[src/rtl/load_store_unit_pkg.sv]
// Shared types and constants for the load/store unit: FSM state, funct3 size
// codes, per-size byte-enable masks and the size-to-byte-count helper.
package lsu_pkg;

  typedef enum logic {
    IDLE  = 1'b0,
    SPLIT = 1'b1
  } lsu_state_t;

  localparam logic [1:0] SZ_B = 2'd0;
  localparam logic [1:0] SZ_H = 2'd1;
  localparam logic [1:0] SZ_W = 2'd2;
  localparam logic [1:0] SZ_D = 2'd3;

  localparam logic [7:0] BE_B = 8'h01;
  localparam logic [7:0] BE_H = 8'h03;
  localparam logic [7:0] BE_W = 8'h0F;
  localparam logic [7:0] BE_D = 8'hFF;

  function automatic logic [3:0] size_bytes(input logic [1:0] sz);
    case (sz)
      SZ_B:    return 4'd1;
      SZ_H:    return 4'd2;
      SZ_W:    return 4'd4;
      default: return 4'd8;
    endcase
  endfunction

  function automatic logic [7:0] be_mask(input logic [1:0] sz);
    case (sz)
      SZ_B:    return BE_B;
      SZ_H:    return BE_H;
      SZ_W:    return BE_W;
      default: return BE_D;
    endcase
  endfunction

endpackage

[src/rtl/load_store_unit_if.sv]
// Core-request / data-memory bundle of the load/store unit. The slave modport
// is the LSU side; the master modport is the core plus data memory side.
interface load_store_unit_if #(
  parameter int XLEN           = 64,
  parameter int MEM_DEPTH_LOG2 = 5
);
  import lsu_pkg::*;

  // A request transfers on a clk edge where req_valid && req_ready; ready
  // drops only for the cycle carrying the second half of a split access.
  logic                      req_valid;
  logic                      req_ready;
  logic                      mem_read;
  logic                      mem_write;
  logic [2:0]                funct3;
  logic [XLEN-1:0]           addr;
  logic [XLEN-1:0]           wdata;
  logic [MEM_DEPTH_LOG2-1:0] dmem_idx;
  logic                      dmem_we;
  logic                      dmem_re;
  logic [7:0]                dmem_be;
  logic [63:0]               dmem_wdata;
  logic [63:0]               dmem_rdata;
  logic                      resp_valid;
  logic [XLEN-1:0]           load_data;
  logic                      misalign_err;
  lsu_state_t                state_dbg;

  modport slave (
    input  req_valid, mem_read, mem_write, funct3, addr, wdata, dmem_rdata,
    output req_ready, dmem_idx, dmem_we, dmem_re, dmem_be, dmem_wdata,
           resp_valid, load_data, misalign_err, state_dbg
  );

  modport master (
    output req_valid, mem_read, mem_write, funct3, addr, wdata, dmem_rdata,
    input  req_ready, dmem_idx, dmem_we, dmem_re, dmem_be, dmem_wdata,
           resp_valid, load_data, misalign_err, state_dbg
  );

endinterface

[src/rtl/load_store_unit_extend.sv]
// Combinational load-result extension: sign- or zero-extends the low
// 1/2/4/8 bytes of the assembled load bytes to XLEN.
module lsu_extend
  import lsu_pkg::*;
#(
  parameter int XLEN = 64
) (
  input  logic [63:0]     raw_i,
  input  logic [1:0]      size_i,
  input  logic            unsigned_i,
  output logic [XLEN-1:0] data_o
);

  always_comb begin
    data_o = '0;
    case (size_i)
      SZ_B:    data_o = {{(XLEN-8){raw_i[7] & ~unsigned_i}}, raw_i[7:0]};
      SZ_H:    data_o = {{(XLEN-16){raw_i[15] & ~unsigned_i}}, raw_i[15:0]};
      SZ_W:    data_o = {{(XLEN-32){raw_i[31] & ~unsigned_i}}, raw_i[31:0]};
      default: data_o = XLEN'(raw_i);
    endcase
  end

endmodule

[src/rtl/load_store_unit.sv]
// Load/store unit for the 64-bit doubleword data memory; splits 8-byte-boundary
// crossings into two cycles, or traps them when built with LSU_MISALIGN_TRAP_EN.
module load_store_unit
  import lsu_pkg::*;
#(
  parameter int XLEN           = 64,
  parameter int MEM_DEPTH_LOG2 = 5
) (
  input  logic              clk,
  input  logic              reset,
  load_store_unit_if.slave  bus
);

  lsu_state_t                state_q, state_d;
  logic                      resp_valid_q, resp_valid_d;
  logic [XLEN-1:0]           load_data_q, load_data_d;
  logic [MEM_DEPTH_LOG2-1:0] idx_q, idx_d;
  logic [2:0]                lane_q, lane_d;
  logic [1:0]                sz_q, sz_d;
  logic                      uns_q, uns_d;
  logic                      is_load_q, is_load_d;
  logic [7:0]                be1_q, be1_d;
  logic [63:0]               wd1_q, wd1_d;
  logic [63:0]               part0_q, part0_d;

  logic [2:0]                req_lane;
  logic [1:0]                req_sz;
  logic                      req_uns, req_load, req_access, req_cross;
  logic [MEM_DEPTH_LOG2-1:0] req_idx;
  logic [4:0]                end_lane;
  logic [15:0]               be16;
  logic [127:0]              wd128;
  logic [63:0]               rd_shift, split_rd, ext_raw;
  logic [1:0]                ext_sz;
  logic                      ext_uns;
  logic [XLEN-1:0]           ext_result;

  logic                      req_ready_c, we_c, re_c;
  logic [MEM_DEPTH_LOG2-1:0] idx_c;
  logic [7:0]                be_c;
  logic [63:0]               wdata_c;

  logic                      unused_addr_hi;
  assign unused_addr_hi = ^bus.addr[XLEN-1:3+MEM_DEPTH_LOG2];

  assign req_lane   = bus.addr[2:0];
  assign req_sz     = bus.funct3[1:0];
  assign req_uns    = bus.funct3[2];
  assign req_idx    = bus.addr[3 +: MEM_DEPTH_LOG2];
  assign req_load   = bus.mem_read & ~bus.mem_write;
  assign req_access = bus.mem_write ? ~bus.funct3[2] : (req_load && bus.funct3 != 3'b111);
  assign end_lane   = {2'b00, req_lane} + {1'b0, size_bytes(req_sz)};
  assign req_cross  = end_lane > 5'd8;

  // Upper halves of the 16-byte views are exactly the part-1 lanes/data.
  assign be16     = {8'h00, be_mask(req_sz)} << req_lane;
  assign wd128    = {64'h0, bus.wdata[63:0]} << {req_lane, 3'b000};
  assign rd_shift = bus.dmem_rdata >> {req_lane, 3'b000};
  assign split_rd = part0_q | (bus.dmem_rdata << {4'd8 - {1'b0, lane_q}, 3'b000});

  assign ext_raw = (state_q == SPLIT) ? split_rd : rd_shift;
  assign ext_sz  = (state_q == SPLIT) ? sz_q : req_sz;
  assign ext_uns = (state_q == SPLIT) ? uns_q : req_uns;

  lsu_extend #(.XLEN(XLEN)) u_extend (
    .raw_i      (ext_raw),
    .size_i     (ext_sz),
    .unsigned_i (ext_uns),
    .data_o     (ext_result)
  );

`ifdef LSU_MISALIGN_TRAP_EN
  logic misalign_q, misalign_d;
`endif

  always_comb begin
    state_d      = state_q;
    resp_valid_d = 1'b0;
    load_data_d  = load_data_q;
    idx_d        = idx_q;
    lane_d       = lane_q;
    sz_d         = sz_q;
    uns_d        = uns_q;
    is_load_d    = is_load_q;
    be1_d        = be1_q;
    wd1_d        = wd1_q;
    part0_d      = part0_q;
    req_ready_c  = 1'b0;
    idx_c        = '0;
    be_c         = 8'h00;
    we_c         = 1'b0;
    re_c         = 1'b0;
    wdata_c      = 64'h0;
`ifdef LSU_MISALIGN_TRAP_EN
    misalign_d   = 1'b0;
`endif
    case (state_q)
      IDLE: begin
        req_ready_c = 1'b1;
        if (bus.req_valid) begin
          resp_valid_d = 1'b1;
          if (req_access) begin
            idx_d     = req_idx;
            lane_d    = req_lane;
            sz_d      = req_sz;
            uns_d     = req_uns;
            is_load_d = req_load;
            be1_d     = be16[15:8];
            wd1_d     = wd128[127:64];
            part0_d   = rd_shift;
            if (req_cross) begin
`ifdef LSU_MISALIGN_TRAP_EN
              misalign_d = 1'b1;
`else
              idx_c        = req_idx;
              be_c         = be16[7:0];
              we_c         = ~req_load;
              re_c         = req_load;
              wdata_c      = wd128[63:0];
              resp_valid_d = 1'b0;
              state_d      = SPLIT;
`endif
            end else begin
              idx_c   = req_idx;
              be_c    = be16[7:0];
              we_c    = ~req_load;
              re_c    = req_load;
              wdata_c = wd128[63:0];
              if (req_load) load_data_d = ext_result;
            end
          end else if (req_load && bus.funct3 == 3'b111) begin
            load_data_d = '0;
          end
        end
      end
      SPLIT: begin
        idx_c        = idx_q + 1'b1;
        be_c         = be1_q;
        we_c         = ~is_load_q;
        re_c         = is_load_q;
        wdata_c      = wd1_q;
        resp_valid_d = 1'b1;
        if (is_load_q) load_data_d = ext_result;
        state_d      = IDLE;
      end
      default: state_d = IDLE;
    endcase
  end

  always_ff @(posedge clk) begin
    if (reset) begin
      state_q      <= IDLE;
      resp_valid_q <= 1'b0;
      load_data_q  <= '0;
    end else begin
      state_q      <= state_d;
      resp_valid_q <= resp_valid_d;
      load_data_q  <= load_data_d;
    end
  end

`ifdef LSU_MISALIGN_TRAP_EN
  always_ff @(posedge clk) begin
    if (reset) misalign_q <= 1'b0;
    else       misalign_q <= misalign_d;
  end
  assign bus.misalign_err = misalign_q;
`else
  assign bus.misalign_err = 1'b0;
`endif

  always_ff @(posedge clk) begin
    idx_q     <= idx_d;
    lane_q    <= lane_d;
    sz_q      <= sz_d;
    uns_q     <= uns_d;
    is_load_q <= is_load_d;
    be1_q     <= be1_d;
    wd1_q     <= wd1_d;
    part0_q   <= part0_d;
  end

  // Reset suppresses strobes so an interrupted split never issues part 1.
  assign bus.req_ready  = req_ready_c;
  assign bus.dmem_idx   = reset ? '0 : idx_c;
  assign bus.dmem_be    = reset ? 8'h00 : be_c;
  assign bus.dmem_we    = we_c & ~reset;
  assign bus.dmem_re    = re_c & ~reset;
  assign bus.dmem_wdata = reset ? 64'h0 : wdata_c;
  assign bus.resp_valid = resp_valid_q;
  assign bus.load_data  = load_data_q;
  assign bus.state_dbg  = state_q;

endmodule
[src/flat_wrapper.sv]
// flat-port wrapper written by rule: the top's interface ports become plain ports
module load_store_unit_flat import lsu_pkg::*;
#(
  parameter int XLEN           = 64,
  parameter int MEM_DEPTH_LOG2 = 5
)
  (clk, reset, bus_req_valid, bus_mem_read, bus_mem_write, bus_funct3, bus_addr, bus_wdata, bus_dmem_rdata, bus_req_ready, bus_dmem_idx, bus_dmem_we, bus_dmem_re, bus_dmem_be, bus_dmem_wdata, bus_resp_valid, bus_load_data, bus_misalign_err, bus_state_dbg);
  load_store_unit_if #(.XLEN(XLEN), .MEM_DEPTH_LOG2(MEM_DEPTH_LOG2)) bus_i ();
  input  logic clk;
  input  logic reset;
  input wire logic [$bits(bus_i.req_valid)-1:0] bus_req_valid;
  input wire logic [$bits(bus_i.mem_read)-1:0] bus_mem_read;
  input wire logic [$bits(bus_i.mem_write)-1:0] bus_mem_write;
  input wire logic [$bits(bus_i.funct3)-1:0] bus_funct3;
  input wire logic [$bits(bus_i.addr)-1:0] bus_addr;
  input wire logic [$bits(bus_i.wdata)-1:0] bus_wdata;
  input wire logic [$bits(bus_i.dmem_rdata)-1:0] bus_dmem_rdata;
  output wire logic [$bits(bus_i.req_ready)-1:0] bus_req_ready;
  output wire logic [$bits(bus_i.dmem_idx)-1:0] bus_dmem_idx;
  output wire logic [$bits(bus_i.dmem_we)-1:0] bus_dmem_we;
  output wire logic [$bits(bus_i.dmem_re)-1:0] bus_dmem_re;
  output wire logic [$bits(bus_i.dmem_be)-1:0] bus_dmem_be;
  output wire logic [$bits(bus_i.dmem_wdata)-1:0] bus_dmem_wdata;
  output wire logic [$bits(bus_i.resp_valid)-1:0] bus_resp_valid;
  output wire logic [$bits(bus_i.load_data)-1:0] bus_load_data;
  output wire logic [$bits(bus_i.misalign_err)-1:0] bus_misalign_err;
  output wire logic [$bits(bus_i.state_dbg)-1:0] bus_state_dbg;
  assign bus_i.req_valid = bus_req_valid;
  assign bus_i.mem_read = bus_mem_read;
  assign bus_i.mem_write = bus_mem_write;
  assign bus_i.funct3 = bus_funct3;
  assign bus_i.addr = bus_addr;
  assign bus_i.wdata = bus_wdata;
  assign bus_i.dmem_rdata = bus_dmem_rdata;
  assign bus_req_ready = bus_i.req_ready;
  assign bus_dmem_idx = bus_i.dmem_idx;
  assign bus_dmem_we = bus_i.dmem_we;
  assign bus_dmem_re = bus_i.dmem_re;
  assign bus_dmem_be = bus_i.dmem_be;
  assign bus_dmem_wdata = bus_i.dmem_wdata;
  assign bus_resp_valid = bus_i.resp_valid;
  assign bus_load_data = bus_i.load_data;
  assign bus_misalign_err = bus_i.misalign_err;
  assign bus_state_dbg = bus_i.state_dbg;
  load_store_unit #(.XLEN(XLEN), .MEM_DEPTH_LOG2(MEM_DEPTH_LOG2)) u_core (.clk(clk), .reset(reset), .bus(bus_i));
endmodule
[config.mk]
export PLATFORM = sky130hd
export DESIGN_NAME = load_store_unit_flat
export DESIGN_NICKNAME = d
export VERILOG_FILES = /design/src/rtl/load_store_unit_pkg.sv /design/src/rtl/load_store_unit_if.sv /design/src/rtl/load_store_unit_extend.sv /design/src/rtl/load_store_unit.sv /design/src/flat_wrapper.sv
export SDC_FILE = /design/constraint.sdc
export NUM_CORES = 1
export LEC_CHECK = 0
export CELL_PAD_IN_SITES_DETAIL_PLACEMENT = 0
export CELL_PAD_IN_SITES_GLOBAL_PLACEMENT = 1
export CORE_MARGIN = 2
export CORE_UTILIZATION = 39
export CTS_CLUSTER_SIZE = 20
export DETAILED_ROUTE_END_ITERATION = 10
export GPL_TIMING_DRIVEN = 1
export PLACE_DENSITY_LB_ADDON = 0.25
export SLEW_MARGIN = 30
export SYNTH_ARGS = -nofsm -noshare
export SYNTH_HDL_FRONTEND = slang
export SYNTH_SLANG_ARGS = --single-unit
[constraint.sdc]
create_clock -name clk -period 5.9 [get_ports clk]
set_clock_uncertainty 0.05 [all_clocks]
set_input_delay 0.59 -clock clk [delete_from_list [all_inputs] [get_ports clk]]
set_output_delay 0.59 -clock clk [all_outputs]
set_load 0.005 [all_outputs]
==> results.txt <==
The flow ran to the end, and the final reports show no timing, DRC or antenna violations. Gates resized during post-CTS repair numbered 0. For the number of global-route vias before repair, the log shows 13,730. Clock latency at the later pin of the worst-skew pair: 0.54 ns. The smallest clock period supported by the final layout is computed as 4.61 ns. The average instance in the mapped netlist occupies 9.49 um^2. The logs give 1,753 for the number of nets in the synthesized netlist and 0 for the number of warnings reported in the yosys synthesis log. Of the post-synthesis cell area, the dominant cell type holds 28.4%.

The root buffer cell was sky130_fd_sc_hd__clkbuf_16. After synthesis, the netlist uses 71 different library cells. The final RePlAce weighted congestion is 0.923. By area the synthesized netlist is led by sky130_fd_sc_hd__edfxtp_1 28%, sky130_fd_sc_hd__mux2i_1 9.7%, sky130_fd_sc_hd__dfxtp_1 9.0%. The floorplan step defined a die boundary enclosing 39,200 um^2. Clock tree synthesis inserted a total of 26 buffers. The upper clock frequency limit is 217 MHz.

The leading register cell type out of synthesis was sky130_fd_sc_hd__edfxtp_1. Dividing total power by cell area gives a power density of 232 nW/um^2. For the number of H-tree levels, the log shows 1.

The synthesized netlist occupies a cell area of 14,700 um^2. The sum of internal, switching and leakage power came out at 4350 uW. The wire-length estimate of the detail-placed layout is 40,600 um. After floorplanning, the core was divided into 71 placement rows.

Counting tap cells, the placed design contains a total of 2,230 instances. TritonCTS built the clock tree. The fraction of the cycle the final worst path needs is 78.2%, and the final wirelength is 58,300 um. The total overflow left after global routing is 0. The overall via count from detail_route came out at 13,674. Type of origin of the critical path: an input pin. The first detailed-routing pass took 5 iterations. The tools report the sink of the worst hold path as u_core.bus.resp_valid$_SDFF_PP0_. In this run the standard cell core region covers 37,400 um^2. Entering global routing, the biggest net connects 88 pins. The sequential area share after synthesis was 37.4%; the average wire per standard cell was 25.6 um. The worst hold path begins at reset. In this run the vertical extent of the chip is 198 um. For the final net count, the log shows 1,955. The logs give 1,547 for the gate count of the mapped netlist and 1,082 for the DRC marker count from the first detailed-route iteration. The setup slack of the critical path after layout was 1.29 ns. For the final-report hold violation count, the log shows 0. Clock-pin slew was measured on the worst setup and hold paths at 0.06 ns.

The number of antenna violations at the first check in global routing is 1. The tools report the required time of the critical path as 5.26 ns. The post-synthesis sequential element count was 205; the clock tree buffer depth was 3. The logs give 39.3% for the starting utilization of the core area and 3.97 ns for the data arrival time of the critical path. Setup repair after global routing left no endpoint under its margin. The tools report the end of the worst register-to-register path as u_core.bus.load_data[50]$_SDFFE_PP0P_.

Counting every sink on the clock net gives 205. Across the run, the number of max-cap violations was 0. Prior to clock tree synthesis, the placed netlist has a worst setup slack of 1.16 ns. The layout has 3,614 filler cells.

After detailed routing, the number of remaining DRC violations is 0. The biggest area contributor in the post-synthesis netlist is sky130_fd_sc_hd__edfxtp_1. The max-slew violation count was 0. Measured along the x axis, the die boundary spans 198 um.

The first-pass GRT wire length is 86,200 um. The most repeated cell in the gate-level netlist after synthesis was sky130_fd_sc_hd__nand2_1. Global routing used 29.1% of the available tracks across all layers.

The worst hold path was traced through 2 stages. Yosys mapped a number of flops with a built-in enable equal to 139. In this run the tool buffered the top-level ports with 289 buffer cells.

The average via count per standard cell was 6.00. Pin placement for this block handled 347 I/O pins. The class of the tightest hold or removal check is in -> reg. The worst pin sits at a relative slew slack of 29.3%.

Setup total negative slack on the finished layout was measured at 0 ns. Counting instances in the post-synthesis netlist gives the leading cell types as 148 x sky130_fd_sc_hd__nand2_1, 143 x sky130_fd_sc_hd__mux2i_1, 139 x sky130_fd_sc_hd__edfxtp_1. The post-route netlist has 11.3% of its cells at a drive strength greater than 1. The transition time of the tightest slew-check pin was 1.06 ns. The critical path is of the in -> out type. Post-detailed-route count of antenna-violating nets: 0. Counting cells, the worst reg-to-reg path comes to 8.

The count of cells in the finished layout, fillers not included, comes to 2,280. The setup check on the worst reg-to-reg path leaves a slack of 2.37 ns. After clock tree synthesis, the flow added hold-fix buffers numbering 0. The highest fanout seen on the critical path works out to 18.

Leakage power summed over all cells: 0.00666 uW. From synthesis to final layout, the design area changed by 27.5%. STA classifies the critical path endpoint as an output pin. After synthesis, the share of flip-flops with an asynchronous set or reset is 0%. The critical path launch point was bus_funct3[1]. Hold is met by 0.335 ns. The logs give 0 for the total setup buffers inserted after CTS and 0.000195 V for the highest ir drop seen on vdd. The worst register-to-register path begins at u_core.lane_q[0]$_DFFE_PP_.

Setup violations remaining at the end of the flow were counted as 0.
critical path, cell delays in order:
cell and delay [ns]:
sky130_fd_sc_hd__clkdlybuf4s50_1 0.77, sky130_fd_sc_hd__nand3_1 0.28, sky130_fd_sc_hd__a21boi_1 0.19, sky130_fd_sc_hd__or2_2 0.36, sky130_fd_sc_hd__nor2_2 0.37, sky130_fd_sc_hd__buf_4 0.31
sky130_fd_sc_hd__nand2_2 0.17, sky130_fd_sc_hd__o21ai_0 0.32, sky130_fd_sc_hd__clkdlybuf4s50_1 0.60
report_power, final:
part           switching (uW)  total (uW)  internal [uW]
clock                     666        1750           1080
sequential               19.2        1630           1610
combinational             582         978            396
total                    1270        4350           3080
how the worst max path moves through the flow:
| stage | endpoint | slack, ns | depth (start not counted) |
|---|---|---|---|
| global route | bus_dmem_wdata[15] | 1.17 | 9 |
| global placement | bus_dmem_wdata[7] | 1.23 | 9 |
| detailed placement | bus_dmem_wdata[7] | 1.16 | 9 |
| finish | bus_dmem_wdata[15] | 1.29 | 9 |
| CTS | bus_dmem_wdata[7] | 1.16 | 9 |
| floorplan | u_core.be1_q[0]$_DFFE_PP_ | 1.68 | 3 |
area by class of cell:
| type | instances | area (um^2) | area share, % |
|---|---|---|---|
| Clock buffer | 43 | 901 | 4.81 |
| Sequential cell | 205 | 5500 | 29.4 |
| Clock inverter | 4 | 43.8 | 0.234 |
| Inverter | 23 | 91.3 | 0.488 |
| Antenna cell | 1 | 2.50 | 0.0134 |
| Tap cell | 511 | 639 | 3.42 |
| Multi-Input combinational cell | 1174 | 8400 | 44.9 |
| Timing Repair Buffer | 319 | 3140 | 16.8 |
cells by family after synthesis:
family	synth area share, %
AO/OA/AOI/OAI	24.3
AND/OR/NAND/NOR	15.2
multiplexers	16.5
flip-flops	37.4
buffers and inverters	5.77
adder cells (fa/ha/maj)	0.562
XOR/XNOR	0.239
other	0.0255
state kept, by name (all words and copies together), names as in the netlist:
register,cells
u_core.lane_q,3
u_core.part0_q,64
u_core.be1_q,7
u_core.is_load_q,1
u_core.bus.resp_valid,1
u_core.bus.state_dbg,1
u_core.uns_q,1
u_core.sz_q,2
u_core.wd1_q,56
u_core.bus.load_data,64
u_core.idx_q,5
layer usage:
layer / track usage (%) / wire length (um)
met1: 34.7 / 22500
met2: 50.9 / 28600
met3: 5.91 / 4470
met4: 12.6 / 2670
met5: 0 / 0
metrics by stage:
stage	cell area, um^2	utilization, %
after global placement	17700	47.3
after detailed placement	17700	47.3
final	18700	50.1
after floorplan	14700	-
after global routing	18700	50.1
after CTS	18600	49.9
layout by cell type (no fill, tap or decap), types with 23 or more instances in the layout:
| cell | count |
|---|---|
| sky130_fd_sc_hd__nor3_1 | 25 |
| sky130_fd_sc_hd__nand2_1 | 148 |
| sky130_fd_sc_hd__a211oi_1 | 33 |
| sky130_fd_sc_hd__mux2_2 | 36 |
| sky130_fd_sc_hd__dfxtp_1 | 65 |
| sky130_fd_sc_hd__edfxtp_1 | 139 |
| sky130_fd_sc_hd__mux4_2 | 23 |
| sky130_fd_sc_hd__nand3_1 | 24 |
| sky130_fd_sc_hd__a22o_1 | 62 |
| sky130_fd_sc_hd__and2_1 | 35 |
| sky130_fd_sc_hd__a311oi_1 | 23 |
| sky130_fd_sc_hd__clkbuf_16 | 31 |
| sky130_fd_sc_hd__nor2_1 | 128 |
| sky130_fd_sc_hd__o2bb2ai_1 | 32 |
| sky130_fd_sc_hd__a21oi_1 | 108 |
| sky130_fd_sc_hd__o21ai_0 | 37 |
| sky130_fd_sc_hd__o21ai_1 | 47 |
| sky130_fd_sc_hd__nor2b_1 | 23 |
| sky130_fd_sc_hd__nand2b_1 | 24 |
| sky130_fd_sc_hd__mux2i_1 | 143 |
| sky130_fd_sc_hd__buf_4 | 30 |
| sky130_fd_sc_hd__clkdlybuf4s50_1 | 285 |
Power figures use the tool's default switching activity.
